## src/rtl/shift_req_ctrl_if.sv

```systemverilog
// +----------------------------------------------------------------------------+
// | Module      : shift_req_if                                                 |
// | Description : Request (valid/ready) and result (valid/ready) channels of    |
// |               the shift request controller.                                |
// | Revision    : 1.0 - initial release                                        |
// +----------------------------------------------------------------------------+
`default_nettype none

interface shift_req_if #(
    parameter int WIDTH = 4,
    parameter int CNT_W = 4
);
    logic             in_valid;
    logic             in_ready;
    logic [WIDTH-1:0] in_num;
    logic [CNT_W-1:0] in_count;
    logic             in_op;
    logic             out_valid;
    logic             out_ready;
    logic [WIDTH-1:0] out_data;
    logic             out_ovf;

    modport master (
        output in_valid, in_num, in_count, in_op, out_ready,
        input  in_ready, out_valid, out_data, out_ovf
    );

    modport slave (
        input  in_valid, in_num, in_count, in_op, out_ready,
        output in_ready, out_valid, out_data, out_ovf
    );
endinterface

`default_nettype wire

```

## src/rtl/shift_req_ctrl.sv

```systemverilog
// +----------------------------------------------------------------------------+
// | Module      : shift_req_ctrl                                               |
// | Description : Command FIFO and result register around the combinational    |
// |               shifter. Optional macro SHIFT_REQ_STATS_EN adds done_cnt.    |
// | Revision    : 1.0 - initial release                                        |
// +----------------------------------------------------------------------------+
`default_nettype none

module shift_req_ctrl #(
    parameter int WIDTH = 4,
    parameter int DEPTH = 2,
    parameter int CNT_W = 4
) (
    input  wire logic             clk,
    input  wire logic             rst,
    input  wire logic             flush,
    shift_req_if.slave            bus,
    output logic      [WIDTH-1:0] sh_num,
    output logic      [CNT_W-1:0] sh_count,
    output logic                  sh_op,
    input  wire logic [WIDTH-1:0] sh_o
`ifdef SHIFT_REQ_STATS_EN
    ,
    output logic      [7:0]       done_cnt
`endif
);

    localparam int c_IDX_W = $clog2(DEPTH);
    localparam int c_PTR_W = c_IDX_W + 1;

    typedef enum logic [0:0] {
        OUT_EMPTY = 1'b0,
        OUT_FULL  = 1'b1
    } state_t;

    state_t             r_state;
    state_t             w_state_nxt;

    logic [WIDTH-1:0]   r_num_mem   [DEPTH];
    logic [CNT_W-1:0]   r_count_mem [DEPTH];
    logic               r_op_mem    [DEPTH];

    logic [c_PTR_W-1:0] r_wr_ptr;
    logic [c_PTR_W-1:0] r_rd_ptr;
    logic [c_PTR_W-1:0] w_occ;
    logic [c_IDX_W-1:0] w_wr_idx;
    logic [c_IDX_W-1:0] w_rd_idx;
    logic               w_empty;
    logic               w_full;
    logic               w_push;
    logic               w_pop;

    logic [CNT_W:0]     w_cnt_ext;
    logic [CNT_W:0]     w_mag;
    logic               w_ovf;

    logic [WIDTH-1:0]   r_out_data;
    logic               r_out_ovf;

    assign w_occ    = r_wr_ptr - r_rd_ptr;
    assign w_empty  = (r_wr_ptr == r_rd_ptr);
    assign w_full   = (w_occ == c_PTR_W'(DEPTH));
    assign w_wr_idx = r_wr_ptr[c_IDX_W-1:0];
    assign w_rd_idx = r_rd_ptr[c_IDX_W-1:0];

    // A full FIFO refuses pushes even when a pop happens on the same edge.
    assign bus.in_ready = !w_full;
    assign w_push       = bus.in_valid && !w_full && !flush;

    assign sh_num   = r_num_mem[w_rd_idx];
    assign sh_count = r_count_mem[w_rd_idx];
    assign sh_op    = r_op_mem[w_rd_idx];

    // Magnitude is one bit wider so the most negative count does not wrap.
    assign w_cnt_ext = {sh_count[CNT_W-1], sh_count};
    assign w_mag     = sh_count[CNT_W-1] ? (~w_cnt_ext + (CNT_W+1)'(1)) : w_cnt_ext;
    assign w_ovf     = (w_mag >= (CNT_W+1)'(WIDTH));

    always_ff @(posedge clk or posedge rst) begin
        if (rst) begin
            r_wr_ptr <= '0;
            r_rd_ptr <= '0;
            for (int i = 0; i < DEPTH; i++) begin
                r_num_mem[i]   <= '0;
                r_count_mem[i] <= '0;
                r_op_mem[i]    <= 1'b0;
            end
        end else if (flush) begin
            r_wr_ptr <= '0;
            r_rd_ptr <= '0;
        end else begin
            if (w_push) begin
                r_num_mem[w_wr_idx]   <= bus.in_num;
                r_count_mem[w_wr_idx] <= bus.in_count;
                r_op_mem[w_wr_idx]    <= bus.in_op;
                r_wr_ptr              <= r_wr_ptr + c_PTR_W'(1);
            end
            if (w_pop) begin
                r_rd_ptr <= r_rd_ptr + c_PTR_W'(1);
            end
        end
    end

    always_ff @(posedge clk or posedge rst) begin
        if (rst) begin
            r_state <= OUT_EMPTY;
        end else begin
            r_state <= w_state_nxt;
        end
    end

    always_comb begin
        w_state_nxt = r_state;
        w_pop       = 1'b0;
        case (r_state)
            OUT_EMPTY: begin
                if (!w_empty) begin
                    w_pop       = 1'b1;
                    w_state_nxt = OUT_FULL;
                end
            end
            OUT_FULL: begin
                if (bus.out_ready) begin
                    if (!w_empty) begin
                        w_pop = 1'b1;
                    end else begin
                        w_state_nxt = OUT_EMPTY;
                    end
                end
            end
            default: w_state_nxt = OUT_EMPTY;
        endcase
        if (flush) begin
            w_pop       = 1'b0;
            w_state_nxt = OUT_EMPTY;
        end
    end

    always_ff @(posedge clk or posedge rst) begin
        if (rst) begin
            r_out_data <= '0;
            r_out_ovf  <= 1'b0;
        end else if (flush) begin
            r_out_data <= '0;
            r_out_ovf  <= 1'b0;
        end else if (w_pop) begin
            r_out_data <= sh_o;
            r_out_ovf  <= w_ovf;
        end
    end

    assign bus.out_valid = (r_state == OUT_FULL);
    assign bus.out_data  = r_out_data;
    assign bus.out_ovf   = r_out_ovf;

`ifdef SHIFT_REQ_STATS_EN
    logic [7:0] r_done_cnt;

    always_ff @(posedge clk or posedge rst) begin
        if (rst) begin
            r_done_cnt <= '0;
        end else if (flush) begin
            r_done_cnt <= '0;
        end else if (bus.out_valid && bus.out_ready && (r_done_cnt != 8'hFF)) begin
            r_done_cnt <= r_done_cnt + 8'd1;
        end
    end

    assign done_cnt = r_done_cnt;
`endif

endmodule

`default_nettype wire

```

## src/flat_wrapper.sv

```systemverilog
// flat-port wrapper written by rule: the top's interface ports become plain ports
module shift_req_ctrl_flat 
#(
    parameter int WIDTH = 4,
    parameter int DEPTH = 2,
    parameter int CNT_W = 4
)
  (clk, rst, flush, sh_num, sh_count, sh_op, sh_o, bus_in_valid, bus_in_num, bus_in_count, bus_in_op, bus_out_ready, bus_in_ready, bus_out_valid, bus_out_data, bus_out_ovf);
  shift_req_if #(.WIDTH(WIDTH), .CNT_W(CNT_W)) bus_i ();
  input  wire logic clk;
  input  wire logic rst;
  input  wire logic flush;
  output logic      [WIDTH-1:0] sh_num;
  output logic      [CNT_W-1:0] sh_count;
  output logic sh_op;
  input  wire logic [WIDTH-1:0] sh_o;
  input wire logic [$bits(bus_i.in_valid)-1:0] bus_in_valid;
  input wire logic [$bits(bus_i.in_num)-1:0] bus_in_num;
  input wire logic [$bits(bus_i.in_count)-1:0] bus_in_count;
  input wire logic [$bits(bus_i.in_op)-1:0] bus_in_op;
  input wire logic [$bits(bus_i.out_ready)-1:0] bus_out_ready;
  output wire logic [$bits(bus_i.in_ready)-1:0] bus_in_ready;
  output wire logic [$bits(bus_i.out_valid)-1:0] bus_out_valid;
  output wire logic [$bits(bus_i.out_data)-1:0] bus_out_data;
  output wire logic [$bits(bus_i.out_ovf)-1:0] bus_out_ovf;
  assign bus_i.in_valid = bus_in_valid;
  assign bus_i.in_num = bus_in_num;
  assign bus_i.in_count = bus_in_count;
  assign bus_i.in_op = bus_in_op;
  assign bus_i.out_ready = bus_out_ready;
  assign bus_in_ready = bus_i.in_ready;
  assign bus_out_valid = bus_i.out_valid;
  assign bus_out_data = bus_i.out_data;
  assign bus_out_ovf = bus_i.out_ovf;
  shift_req_ctrl #(.WIDTH(WIDTH), .DEPTH(DEPTH), .CNT_W(CNT_W)) u_core (.clk(clk), .rst(rst), .flush(flush), .bus(bus_i), .sh_num(sh_num), .sh_count(sh_count), .sh_op(sh_op), .sh_o(sh_o));
endmodule
```

## config.mk

```make
export PLATFORM = sky130hd
export DESIGN_NAME = shift_req_ctrl_flat
export DESIGN_NICKNAME = d
export VERILOG_FILES = /design/src/rtl/shift_req_ctrl_if.sv /design/src/rtl/shift_req_ctrl.sv /design/src/flat_wrapper.sv
export SDC_FILE = /design/constraint.sdc
export NUM_CORES = 1
export LEC_CHECK = 0
export ABC_AREA = 1
export CAP_MARGIN = 25
export CORE_MARGIN = 2
export CORE_UTILIZATION = 45
export DETAILED_ROUTE_END_ITERATION = 10
export GPL_TIMING_DRIVEN = 0
export PLACE_DENSITY = 0.81
export SETUP_SLACK_MARGIN = 0.2
export SLEW_MARGIN = 0
export SYNTH_ARGS = -nofsm -noshare
export SYNTH_HDL_FRONTEND = slang
export SYNTH_SLANG_ARGS = --single-unit
```

## constraint.sdc

```tcl
create_clock -name clk -period 2.3 [get_ports clk]
set_clock_uncertainty 0.05 [all_clocks]
set_input_delay 0.345 -clock clk [delete_from_list [all_inputs] [get_ports clk]]
set_output_delay 0.345 -clock clk [all_outputs]
set_load 0.1 [all_outputs]
```

* Yosys cells after proc, flatten, opt, wreduce, memory -nomap -nowiden
Cells that the tools add are included.
** Operators by class
- Bitwise gates (word level) :: 5
- Add/subtract/negate cells :: 4
- Reduce and logical (&&, ||, !) cells :: 8
- Order comparisons :: 4
- Muxes and demuxes :: 32
- Eq/ne operators :: 2
** Operator list (number)
- 2-to-1 mux 4 bit :: 9
- bitwise mux 8 bit :: 2
- 2-to-1 mux 1 bit :: 11
- 2-to-1 mux 2 bit :: 4
- adder 5 x 1 -> 5 bit, second input constant :: 1
- greater-or-equal comparator 5 x 3 -> 1 bit, second input constant :: 1
- 2-to-1 mux 5 bit :: 1
- inverter 5 bit :: 1
- adder 2 x 1 -> 2 bit, second input constant :: 2
- demux 4 bit (select 1 bit) :: 1
- greater-or-equal comparator 2 bit, second input constant :: 2
- inverter 1 -> 2 bit :: 2
- case mux 1 bit (2 select lines) :: 2
- nonzero test 2 bit :: 2
- logical AND 1 bit :: 3
- bitwise mux 2 bit :: 1
- == test 2 bit :: 1
- == test 2 bit, second input constant :: 1
- zero test 1 bit :: 2
- less-than comparator 2 x 1 -> 1 bit, second input constant :: 1
- inverter 1 bit :: 2
- AND reduction 2 bit :: 1
- subtractor 2 bit :: 1
- demux 1 bit (select 1 bit) :: 1
** Word-level totals
- Register bits :: 28
- Logic and storage cells :: 66
- Output and inout port bits :: 16
- Input port bits :: 18

* Logic depth before layout (Yosys ltp)
Gate-level depths: netlist (run 1).
- Word-level depth :: 10
- Mapped depth :: 10
- Gate-level depth less buffers :: 9

* Worst setup path after synthesis (run 1)
Ideal clock, no wire load.
- Kind :: reg-to-reg
- Start :: reg u_core.r_rd_ptr[0]
- End :: reg u_core.r_out_ovf, in the netlist u_core.bus.out_ovf
- Cell stages (with the launch flop) :: 8
- Path buffers :: 1
- Slack :: 431 ps
- Arrival time :: 1699 ps
- Setup time :: 121 ps
- Data required time :: 2129 ps
- Period minus slack after synthesis :: 1869 ps
- Path through :: dfrtp_1 -> buf_2 -> nand2_1 -> nand2_1 -> a21oi_1 -> nand2_1 -> nand3_1 -> nand2_1
** On the way
- Word-level cells in the longest chain between the ends :: 10
- Elaborated cells on any way between the ends :: 16
- Those cells by class :: add/sub (1); order compare (1); eq/ne (1); mux (10); bitwise (2); reduce/logical (1)
** Ends and longest elaborated chain
- start: declaration :: line shift_req_ctrl.sv:44 : logic [c_PTR_W-1:0] r_rd_ptr;
- start signal: assignment :: line shift_req_ctrl.sv:99 : r_rd_ptr <= r_rd_ptr + c_PTR_W'(1);
- inverter 1 -> 2 bit (not written as such) (*) :: line shift_req_ctrl.sv:71 : assign sh_count = r_count_mem[w_rd_idx];
- 2-to-1 mux 4 bit (not written as such) (*) (3 in series) :: line shift_req_ctrl.sv:71
- net sh_count[3] :: line flat_wrapper.sv:14 : output logic [CNT_W-1:0] sh_count;
- inverter 5 bit :: line shift_req_ctrl.sv:76 : assign w_mag = sh_count[CNT_W-1] ? (~w_cnt_ext + (CNT_W+1)'(1)) : w_cnt_ext;
- adder 5 x 1 -> 5 bit :: line shift_req_ctrl.sv:76
- 2-to-1 mux 5 bit (*) :: line shift_req_ctrl.sv:76
- greater-or-equal comparator 5 x 3 -> 1 bit (*) :: line shift_req_ctrl.sv:77 : assign w_ovf = (w_mag >= (CNT_W+1)'(WIDTH));
- 2-to-1 mux 1 bit (*) :: line shift_req_ctrl.sv:146 : end else if (w_pop) begin
- 2-to-1 mux 1 bit (*) :: line shift_req_ctrl.sv:143 : end else if (flush) begin
- end signal: assignment :: line shift_req_ctrl.sv:148 : r_out_ovf <= w_ovf;
- end: declaration :: line shift_req_ctrl.sv:58 : logic r_out_ovf;
The timed path passes the listed nets; every way through them passes the cells marked *. The select of a mux whose other input is x is not followed.
A chain may end at the register's enable or synchronous reset.

* Final worst setup path (run 1)
- Start :: reg u_core.r_rd_ptr[0]
- End :: out sh_count[3]
** On the way
- Word-level cells in the longest chain between the ends :: 4
** Ends and longest elaborated chain (line)
- inverter 1 -> 2 bit (not written as such) :: shift_req_ctrl.sv:71
- 2-to-1 mux 4 bit (not written as such) (3 in series) :: shift_req_ctrl.sv:71
- end: declaration :: flat_wrapper.sv:14
No other way between the ends. The select of a mux whose other input is x is not followed.

==> results of run 1 <==
cell usage after synthesis, drive strengths merged:
| master | count |
|---|---|
| nand4 | 1 |
| inv | 22 |
| nand3 | 24 |
| xor2 | 2 |
| dfrtp | 28 |
| clkbuf | 1 |
| a21oi | 1 |
| nor2 | 2 |
| ha | 1 |
| buf | 4 |
| nand2 | 83 |
| o21ai | 11 |
| clkinv | 1 |
routing by layer:
metal  vias to the layer above  track usage (%)
met3                         2             1.28
met4                         0             4.66
met1                       583             23.1
li1                        630                -
met5                         -                0
met2                        22             29.0
flip-flops by register name (all words and copies together) (netlist names):
| signal | cells |
|---|---|
| u_core.r_op_mem | 2 |
| u_core.bus.out_ovf | 1 |
| u_core.r_wr_ptr | 2 |
| u_core.r_num_mem | 8 |
| u_core.r_count_mem | 8 |
| u_core.bus.out_data | 4 |
| u_core.bus.out_valid | 1 |
| u_core.r_rd_ptr | 2 |
repair_timing:
action,CTS,global route
gates cloned,0,0
setup buffers,0,0
resized for setup,47,11
endpoints found under the setup margin,16,9
area by class of cell:
cell class	instances	area, um2	share of cell area (%)
clock buffers	4	36.3	1.98
flip-flops and latches	28	701	38.1
plain buffers	5	38.8	2.11
multi-input cells	125	614	33.4
repair buffers	34	305	16.6
well taps	44	55.1	3.00
inverters	23	86.3	4.70
cell families after synthesis:
group	count (synthesis)	share of synthesized area [%]
and+or+nand+nor	110	34.1
buffers and inverters	28	8.69
DFF	28	48.7
AOI/OAI and AO/OA	12	6.52
xor gates and xnor gates	2	1.22
adders and majority gates	1	0.869
per-stage QoR:
step	hold WS [ns]	cell area, um2	std cells	setup WS (ns)	utilization [%]
after detailed placement	0.403	1850	259	-0.106	60.7
after CTS	0.313	1870	263	0.0875	61.2
final	0.294	1840	263	0.245	60.2
after floorplan	0.360	1440	181	0.431	-
after global placement	0.402	1830	258	-0.104	59.8
after global routing	0.340	1840	263	0.118	60.2
path summary, 6_finish.rpt:
check / from / end / cells after the start
max in group asynchronous: rst / u_core.r_count_mem[6] / 3
worst max register to register: u_core.r_rd_ptr[0] / u_core.bus.out_ovf / 9
worst min-delay path: rst / u_core.r_num_mem[6] / 2
worst min register to register: u_core.r_count_mem[5] / u_core.r_count_mem[5] / 2
min in group clk: u_core.r_count_mem[5] / u_core.r_count_mem[5] / 2
worst max-delay path: u_core.r_rd_ptr[0] / sh_count[3] / 4
==> run_results.csv, run 1 <==
group,metric,value,unit
detailed_routing,routed_via_density,4.70,
worst_setup_path,crit_arrival,1.66,ns
worst_setup_path,worst_ep_required_time,1.90,ns
grt,grt.total_usage,16.9,%
grt,grt_pass1_wl,4.63,mm
logic_synthesis,syn_nets,200,
worst_setup_path,cp_max_fo,10,
logic_synthesis,synth-seq-cells,28,
logic_synthesis,synth_area,0.00144,mm2
run,cap_viol_max_count,0,
place,hpwl,2.19,mm
logic_synthesis,synth_area_leaders,"dfrtp_1 49%, nand2_1 20%, nand3_1 8.3%, inv_1 5.5%, o21ai_2 5.5%",
timing,setup_tns,0,ns
worst_hold_path,hp-class,"primary input to asynchronous set/reset pin",
worst_setup_path,path_buf_inv,2,
final_layout,layout-drive-gt1-share,17.4,%
timing,period_minus_slack,2.06,ns
die,core-area,0.00305,mm2
detailed_routing,firstDrtPassIters,4,
final_layout,final_cell_mix,"77 x nand2_1, 28 x dfrtp_1, 24 x nand3_1",
logic_synthesis,yosys_warnings,0,
detailed_routing,top_layer_used,"met4",
clock_network,clock-root-buffer,"clkbuf_4",
timing,hold_viol,0,
clock_network,clk_pin_slew,0.14,ns
timing,finalMaxSlewViolations,0,
clock_network,htreeDepth,1,
place,place_congestion,0.779,
clock_network,cts_made_buffers,3,
grt,grt_max_degree,18,
worst_setup_path,critPathKind,"register to primary output",
detailed_routing,vias,1237,
worst_setup_path,start_kind,"register",
worst_setup_path,slowest_stage,"buf_2",
detailed_routing,drc_errors,0,
timing,min_period_over_period,89.4,%
detailed_routing,post_drt_wl_per_cell,11.1,um
clock_network,cts_buffer_depth,2,
timing,worst_slew_pin_slew,0.973,ns
detailed_routing,dr_wl_met2,1.44,mm
logic_synthesis,ys_types,20,
detailed_routing,wl_met1,1.34,mm
clock_network,ctsHoldBuffers,0,
die,initial_core_util,47.2,%
timing,max_slew_margin,35.4,%
final_layout,antenna_cells,0,
die,die_y,60.6,um
final_layout,nNetsFinal,239,
die,io_pins,34,
worst_setup_path,ff2ff_setup_slack,0.75,ns
logic_synthesis,avgSynthCellArea,7.96,um2
clock_network,clk_latency,0.31,ns
worst_setup_path,crit_chain,"buf_2 -> nand2_1 -> nand2_1 -> buf_2",
logic_synthesis,synth_top_cell_by_area,"dfrtp_1",
grt,overflow,0,
logic_synthesis,netlist_instances,181,
detailed_routing,antenna_left,0,
final_layout,final_common_cell,"nand2_1",
worst_setup_path,cp-end-kind,"primary output",
logic_synthesis,yosys.area.top_type_share,48.7,%
timing,grt_setup_unrepaired,"true",
logic_synthesis,ys_seq_area_share,48.7,%
die,die_w,60.6,um
clock_network,cts.sinks,28,
grt,antenna_found_initial,0,
place,io_buffers,33,
clock_network,cts_tree,"yes",
detailed_routing,drtIter0Drc,47,
final_layout,nFillCells,298,
die,num_rows,20,
detailed_routing,finalWirelength,2.91,mm
timing,fmax,0.487,GHz
worst_setup_path,crit_path_max_incr_delay,0.45,ns
grt,grt_pass1_vias,1032,
worst_setup_path,cpLargestDelayFamily,"buffers and inverters",
final_layout,area_growth,27.5,%
die,die-area,0.00367,mm2
detailed_routing,routed-wl-met3,106,um
timing,setup_viol_count_final,0,
outcome,status,"finished, final reports clean",
Power of run 1 is not shown: default switching activity piles up to over one toggle a cycle in this logic, so the estimate is an artifact.
==> run 2: changes to the inputs <==
- clock period: 2.3 -> 2.6 ns (I/O delays scaled with it)
==> run 2 against run 1 <==
Net effect: count of clock-buffer cells in the layout is the same; register-to-register slack improved by 0.30 ns; flip-flop and latch count is the same; critical path type unchanged; die area unchanged; non-clock buffer count did not move; largest cell class unchanged.
==> run_results.csv, run 2 (synthesis gave the netlist of run 1 again) <==
group,metric,value,unit
detailed_routing,antenna_left,0,
worst_setup_path,crit_arrival,1.83,ns
die,die_w,60.6,um
timing,finalMaxSlewViolations,0,
grt,grt.total_usage,17.2,%
grt,grt_pass1_vias,1040,
clock_network,cts_buffer_depth,2,
worst_setup_path,slowest_stage,"clkdlybuf4s50_1",
worst_setup_path,path_buf_inv,1,
worst_setup_path,crit_chain,"clkdlybuf4s50_1",
timing,period_minus_slack,2.27,ns
worst_setup_path,timing.rr.start,"u_core.r_rd_ptr[0]",
detailed_routing,drc_errors,0,
place,place_congestion,0.779,
clock_network,clk_pin_slew,0.14,ns
detailed_routing,routed_via_density,4.63,
die,initial_core_util,47.2,%
clock_network,clk_latency,0.32,ns
final_layout,nFillCells,289,
timing,setup_viol_count_final,0,
clock_network,clock-root-buffer,"clkbuf_4",
timing,worst_slew_pin_slew,0.983,ns
worst_hold_path,hp-class,"primary input to asynchronous set/reset pin",
place,io_buffers,33,
final_layout,layout-drive-gt1-share,17.4,%
outcome,status,"finished, final reports clean",
worst_setup_path,cpLargestDelayFamily,"buffers and inverters",
final_layout,final_cell_mix,"77 x nand2_1, 28 x dfrtp_1, 24 x nand3_1",
worst_setup_path,cp.depth,1,
die,die-area,0.00367,mm2
die,core-area,0.00305,mm2
worst_setup_path,cp-end-kind,"primary output",
die,io_pins,34,
clock_network,htreeDepth,1,
detailed_routing,post_drt_wl_per_cell,11.3,um
die,num_rows,20,
worst_setup_path,ff2ff_path_depth,9,
clock_network,cts_made_buffers,3,
timing,hold_viol,0,
grt,antenna_found_initial,0,
worst_setup_path,start_kind,"register",
worst_setup_path,critPathKind,"register to primary output",
timing,min_period_over_period,87.3,%
final_layout,nNetsFinal,239,
timing,max_slew_margin,34.3,%
grt,grt_max_degree,18,
final_layout,antenna_cells,0,
grt,grt_pass1_wl,4.69,mm
detailed_routing,vias,1217,
worst_setup_path,crit_path_max_incr_delay,1.13,ns
clock_network,cts_tree,"yes",
detailed_routing,drtIter0Drc,45,
run,cap_viol_max_count,0,
clock_network,cts.sinks,28,
detailed_routing,finalWirelength,2.97,mm
grt,overflow,0,
final_layout,final_common_cell,"nand2_1",
timing,grt_setup_unrepaired,"false",
die,die_y,60.6,um
worst_setup_path,worst_ep_required_time,2.16,ns
worst_setup_path,cp_max_fo,2,
final_layout,area_growth,31.2,%
worst_setup_path,reg2reg_to,"u_core.bus.out_ovf",
clock_network,post-cts-setup-buffer-count,0,
timing,setup_tns,0,ns
worst_setup_path,ff2ff_setup_slack,1.05,ns
place,hpwl,2.19,mm
timing,fmax,0.441,GHz
detailed_routing,firstDrtPassIters,4,
[run 2: metal layers]
metal  wire [um]  GRT usage [%]
met1        1350           23.0
met2        1500           30.3
met5           0              0
met4          27           4.66
met3          94           1.28
[run 2: final cells by class]
| cell class | count | area (um2) | area share, % |
|---|---|---|---|
| flip-flops and latches | 28 | 701 | 37.1 |
| multi-input cells | 125 | 614 | 32.5 |
| repair buffers | 34 | 358 | 18.9 |
| inverters | 23 | 86.3 | 4.57 |
| well taps | 44 | 55.1 | 2.91 |
| plain buffers | 5 | 38.8 | 2.05 |
| clock buffers | 4 | 36.3 | 1.92 |
[run 2: timing repair]
action                                  CTS  global route
hold buffers                              0             0
endpoints found under the setup margin   10             2
gates resized for setup                  26             4
[run 2: worst max path at each step]
stage	startpoint	endpoint	slack, ns
global placement	u_core.r_rd_ptr[0]	sh_count[3]	0.15
global route	u_core.r_rd_ptr[0]	sh_count[2]	0.26
floorplan	u_core.r_rd_ptr[0]	u_core.bus.out_ovf	0.73
finish	u_core.bus.out_data[3]	bus_out_data[3]	0.33
detailed placement	u_core.r_rd_ptr[0]	sh_count[3]	0.15
CTS	u_core.r_rd_ptr[0]	sh_count[3]	0.05
[run 2: metrics by stage]
stage          utilization, %  area, um2  instances  setup WS [ns]  hold slack, ns
2_1_floorplan               -       1440        181          0.731           0.387
3_3_place_gp             59.8       1830        258          0.151           0.402
3_5_place_dp             60.7       1850        259          0.149           0.403
4_1_cts                  62.1       1900        263         0.0499           0.358
5_1_grt                  61.9       1890        263          0.261           0.384
6_report                 61.9       1890        263          0.331           0.338
Power of run 2 is left out for the same reason.
==> run 3: changes to the inputs <==
--- a/config.mk
+++ b/config.mk
@@ -6,5 +6,4 @@
 export NUM_CORES = 1
 export LEC_CHECK = 0
-export ABC_AREA = 1
 export CAP_MARGIN = 25
 export CORE_MARGIN = 2
@@ -12,5 +11,5 @@
 export DETAILED_ROUTE_END_ITERATION = 10
 export GPL_TIMING_DRIVEN = 0
-export PLACE_DENSITY = 0.81
+export PLACE_DENSITY = 0.82
 export SETUP_SLACK_MARGIN = 0.2
 export SLEW_MARGIN = 0
--- a/constraint.sdc
+++ b/constraint.sdc
@@ -3,3 +3,3 @@
 set_input_delay 0.39 -clock clk [delete_from_list [all_inputs] [get_ports clk]]
 set_output_delay 0.39 -clock clk [all_outputs]
-set_load 0.1 [all_outputs]
+set_load 0.05 [all_outputs]
==> run 3 against run 2 <==
Net effect: fmax down 3.1%; non-clock buffer count is 1 lower; utilization down 0.26 points; wire length decreased by 14%; hold slack worse by 0.0010 ns; count of clock-buffer cells in the layout down 1; synthesized cell count decreased by 43%; first-iteration DRC count down 73%; sequential share of layout area increased by 3.8 points; synthesized area decreased by 7.6%; cell count decreased by 35%; worst setup slack lost 0.072 ns; critical endpoint is now sh_op; highest routed layer unchanged.
==> run_results.csv, run 3 <==
group,metric,value,unit
outcome,status,"finished, final reports clean",
logic_synthesis,ys_seq_area_share,52.6,%
die,die_y,58.4,um
clock_network,clock-root-buffer,"clkbuf_4",
logic_synthesis,synth.most_common_cell,"dfrtp_1",
final_layout,post-route-util,61.6,%
die,num_rows,19,
die,die-area,0.00341,mm2
timing,setup_tns,0,ns
logic_synthesis,avgSynthCellArea,12.8,um2
place,place_congestion,0.702,
timing,min_period_over_period,90.0,%
worst_hold_path,hp-class,"primary input to asynchronous set/reset pin",
grt,grt.total_usage,17.3,%
timing,fmax,0.427,GHz
die,initial_core_util,47.9,%
clock_network,post-cts-setup-buffer-count,0,
detailed_routing,firstDrtPassIters,4,
timing,worst_slew_pin_slew,0.511,ns
detailed_routing,vias,908,
grt,grt_pass1_vias,992,
grt,overflow,0,
timing,period_minus_slack,2.34,ns
run,cap_viol_max_count,0,
timing,fin_ws,0.259,ns
detailed_routing,finalWirelength,2.55,mm
clock_network,clk_latency,0.31,ns
pwr,p_leak,0.769,nW
detailed_routing,drc_errors,0,
logic_synthesis,synthArstFlopShare,100,%
detailed_routing,routed_via_density,5.28,
pwr,p_sw_share,47.9,%
worst_setup_path,critPathKind,"register to primary output",
pwr,p_comb_share,60.1,%
worst_setup_path,ff2ff_path_depth,5,
grt,grt_max_degree,29,
worst_setup_path,reg2reg_to,"u_core.r_count_mem[5]",
timing,grt_setup_unrepaired,"true",
logic_synthesis,synth_area,0.00133,mm2
pwr,pwr-share-seq,32.7,%
final_layout,antenna_cells,0,
die,die_w,58.4,um
pwr,power.total,0.00231,W
timing,setup_viol_count_final,0,
detailed_routing,post_drt_wl_per_cell,14.8,um
final_layout,area_growth,28.8,%
pwr,p_int,0.00121,W
logic_synthesis,synth-seq-cells,28,
final_layout,final_common_cell,"dfrtp_1",
detailed_routing,antenna_left,0,
logic_synthesis,yosys-top-cells-count,"28 x dfrtp_1, 25 x mux2_2, 9 x nor2_1, 6 x mux2i_1",
logic_synthesis,yosys_warnings,0,
logic_synthesis,synth_area_leaders,"dfrtp_1 53%, mux2_2 21%, mux2i_1 4.5%, xor2_1 3.3%, nor2_1 2.5%",
die,io_pins,34,
place,pre_cts_ws,0.0906,ns
timing,hold_viol,0,
logic_synthesis,synth_edf_count,0,
clock_network,cts_made_buffers,3,
pwr,p_switching,0.00111,W
final_layout,layout-drive-gt1-share,29.1,%
clock_network,clk_pin_slew,0.13,ns
logic_synthesis,netlist_instances,104,
logic_synthesis,synth_top_cell_by_area,"dfrtp_1",
worst_setup_path,start_kind,"register",
place,hpwl,1.91,mm
worst_setup_path,ff2ff_setup_slack,0.61,ns
logic_synthesis,ys_types,25,
worst_setup_path,timing.rr.start,"u_core.r_rd_ptr[0]",
pwr,pwr_density_cell,1350,mW/mm2
worst_setup_path,cp-end-kind,"primary output",
clock_network,cts.sinks,28,
clock_network,cts_buffer_depth,2,
worst_setup_path,cp_max_fo,10,
timing,max_slew_margin,65.8,%
clock_network,htreeDepth,1,
final_layout,nNetsFinal,162,
logic_synthesis,synth-main-ff-cell,"dfrtp_1",
detailed_routing,drtIter0Drc,12,
clock_network,cts_tree,"yes",
timing,finalMaxSlewViolations,0,
worst_setup_path,worst_ep_required_time,2.16,ns
pwr,peakVddDrop,0.000882,V
pwr,clock_power_share,7.2,%
place,io_buffers,33,
grt,antenna_found_initial,0,
worst_setup_path,crit_arrival,1.90,ns
grt,grt_pass1_wl,4.49,mm
die,core-area,0.00278,mm2
final_layout,final_cell_mix,"28 x dfrtp_1, 25 x mux2_2, 23 x clkdlybuf4s50_1",
logic_synthesis,yosys.area.top_type_share,52.6,%
logic_synthesis,syn_nets,123,
run 3: worst max-delay path by stage:
| stage | from | to | slack [ns] | cells past startpoint |
|---|---|---|---|---|
| 2_1_floorplan | u_core.r_rd_ptr[0] | sh_count[2] | 0.86 | 3 |
| 3_3_place_gp | u_core.r_rd_ptr[0] | sh_count[2] | 0.1 | 4 |
| 3_5_place_dp | u_core.r_rd_ptr[0] | sh_count[2] | 0.09 | 4 |
| 4_1_cts | u_core.r_rd_ptr[0] | sh_count[2] | 0.21 | 4 |
| 5_1_grt | u_core.r_rd_ptr[0] | sh_op | 0.17 | 4 |
| 6_report | u_core.r_rd_ptr[0] | sh_op | 0.26 | 4 |
run 3: cell type report:
cell class,count,area [um2]
Buffer,4,23.8
Clock buffer,3,22.5
Fill cell,239,1070
Inverter,5,18.8
Multi-Input combinational cell,67,592
Sequential cell,28,701
Tap cell,31,38.8
Timing Repair Buffer,34,318
run 3: through the flow:
step | std cells | cell area, um2 | hold slack (ns)
floorplan | 104 | 1330 | 0.405
global placement | 168 | 1700 | 0.434
detailed placement | 168 | 1700 | 0.445
CTS | 171 | 1710 | 0.476
global route | 172 | 1710 | 0.356
finish | 172 | 1710 | 0.337
run 3: worst max-delay path, cell delays in order, from the launching register on:
cell and delay (ns):
dfrtp_1 0.34, buf_2 0.21, clkbuf_4 0.26, mux2_2 0.35
dlygate4sd2_1 0.42
run 3: repair_timing:
action                                  CTS  global route
hold endpoints to repair                  0             0
hold buffers                              0             0
gates resized for setup                  10            12
endpoints found under the setup margin    9             7
run 3: routing by layer:
metal	part of all wire [%]	GRT usage, %	up-vias
li1	-	-	434
met5	0	0	-
met3	3.3	2.64	5
met1	42	22.5	452
met4	1.2	4.98	0
met2	54	30.0	17
run 3: power groups by stage:
stage,Sequential [W],Clock [W],Combinational (W)
after floorplan,0.000856,0,0.000967
after global placement,0.000747,0,0.00145
after detailed placement,0.000765,0,0.00148
after CTS,0.000755,0.000177,0.00142
after global routing,0.000784,0.000198,0.00148
final,0.000758,0.000166,0.00139
run 3: logic make-up after synthesis:
kind of cell	share of synthesized area (%)
AND/OR/NAND/NOR	7.43
multiplexers	25.7
AO/OA/AOI/OAI	5.26
XOR/XNOR	5.17
adder cells (fa/ha/maj)	0.940
buffers and inverters	2.91
flip-flops	52.6
Power figures use the tool's default switching activity.
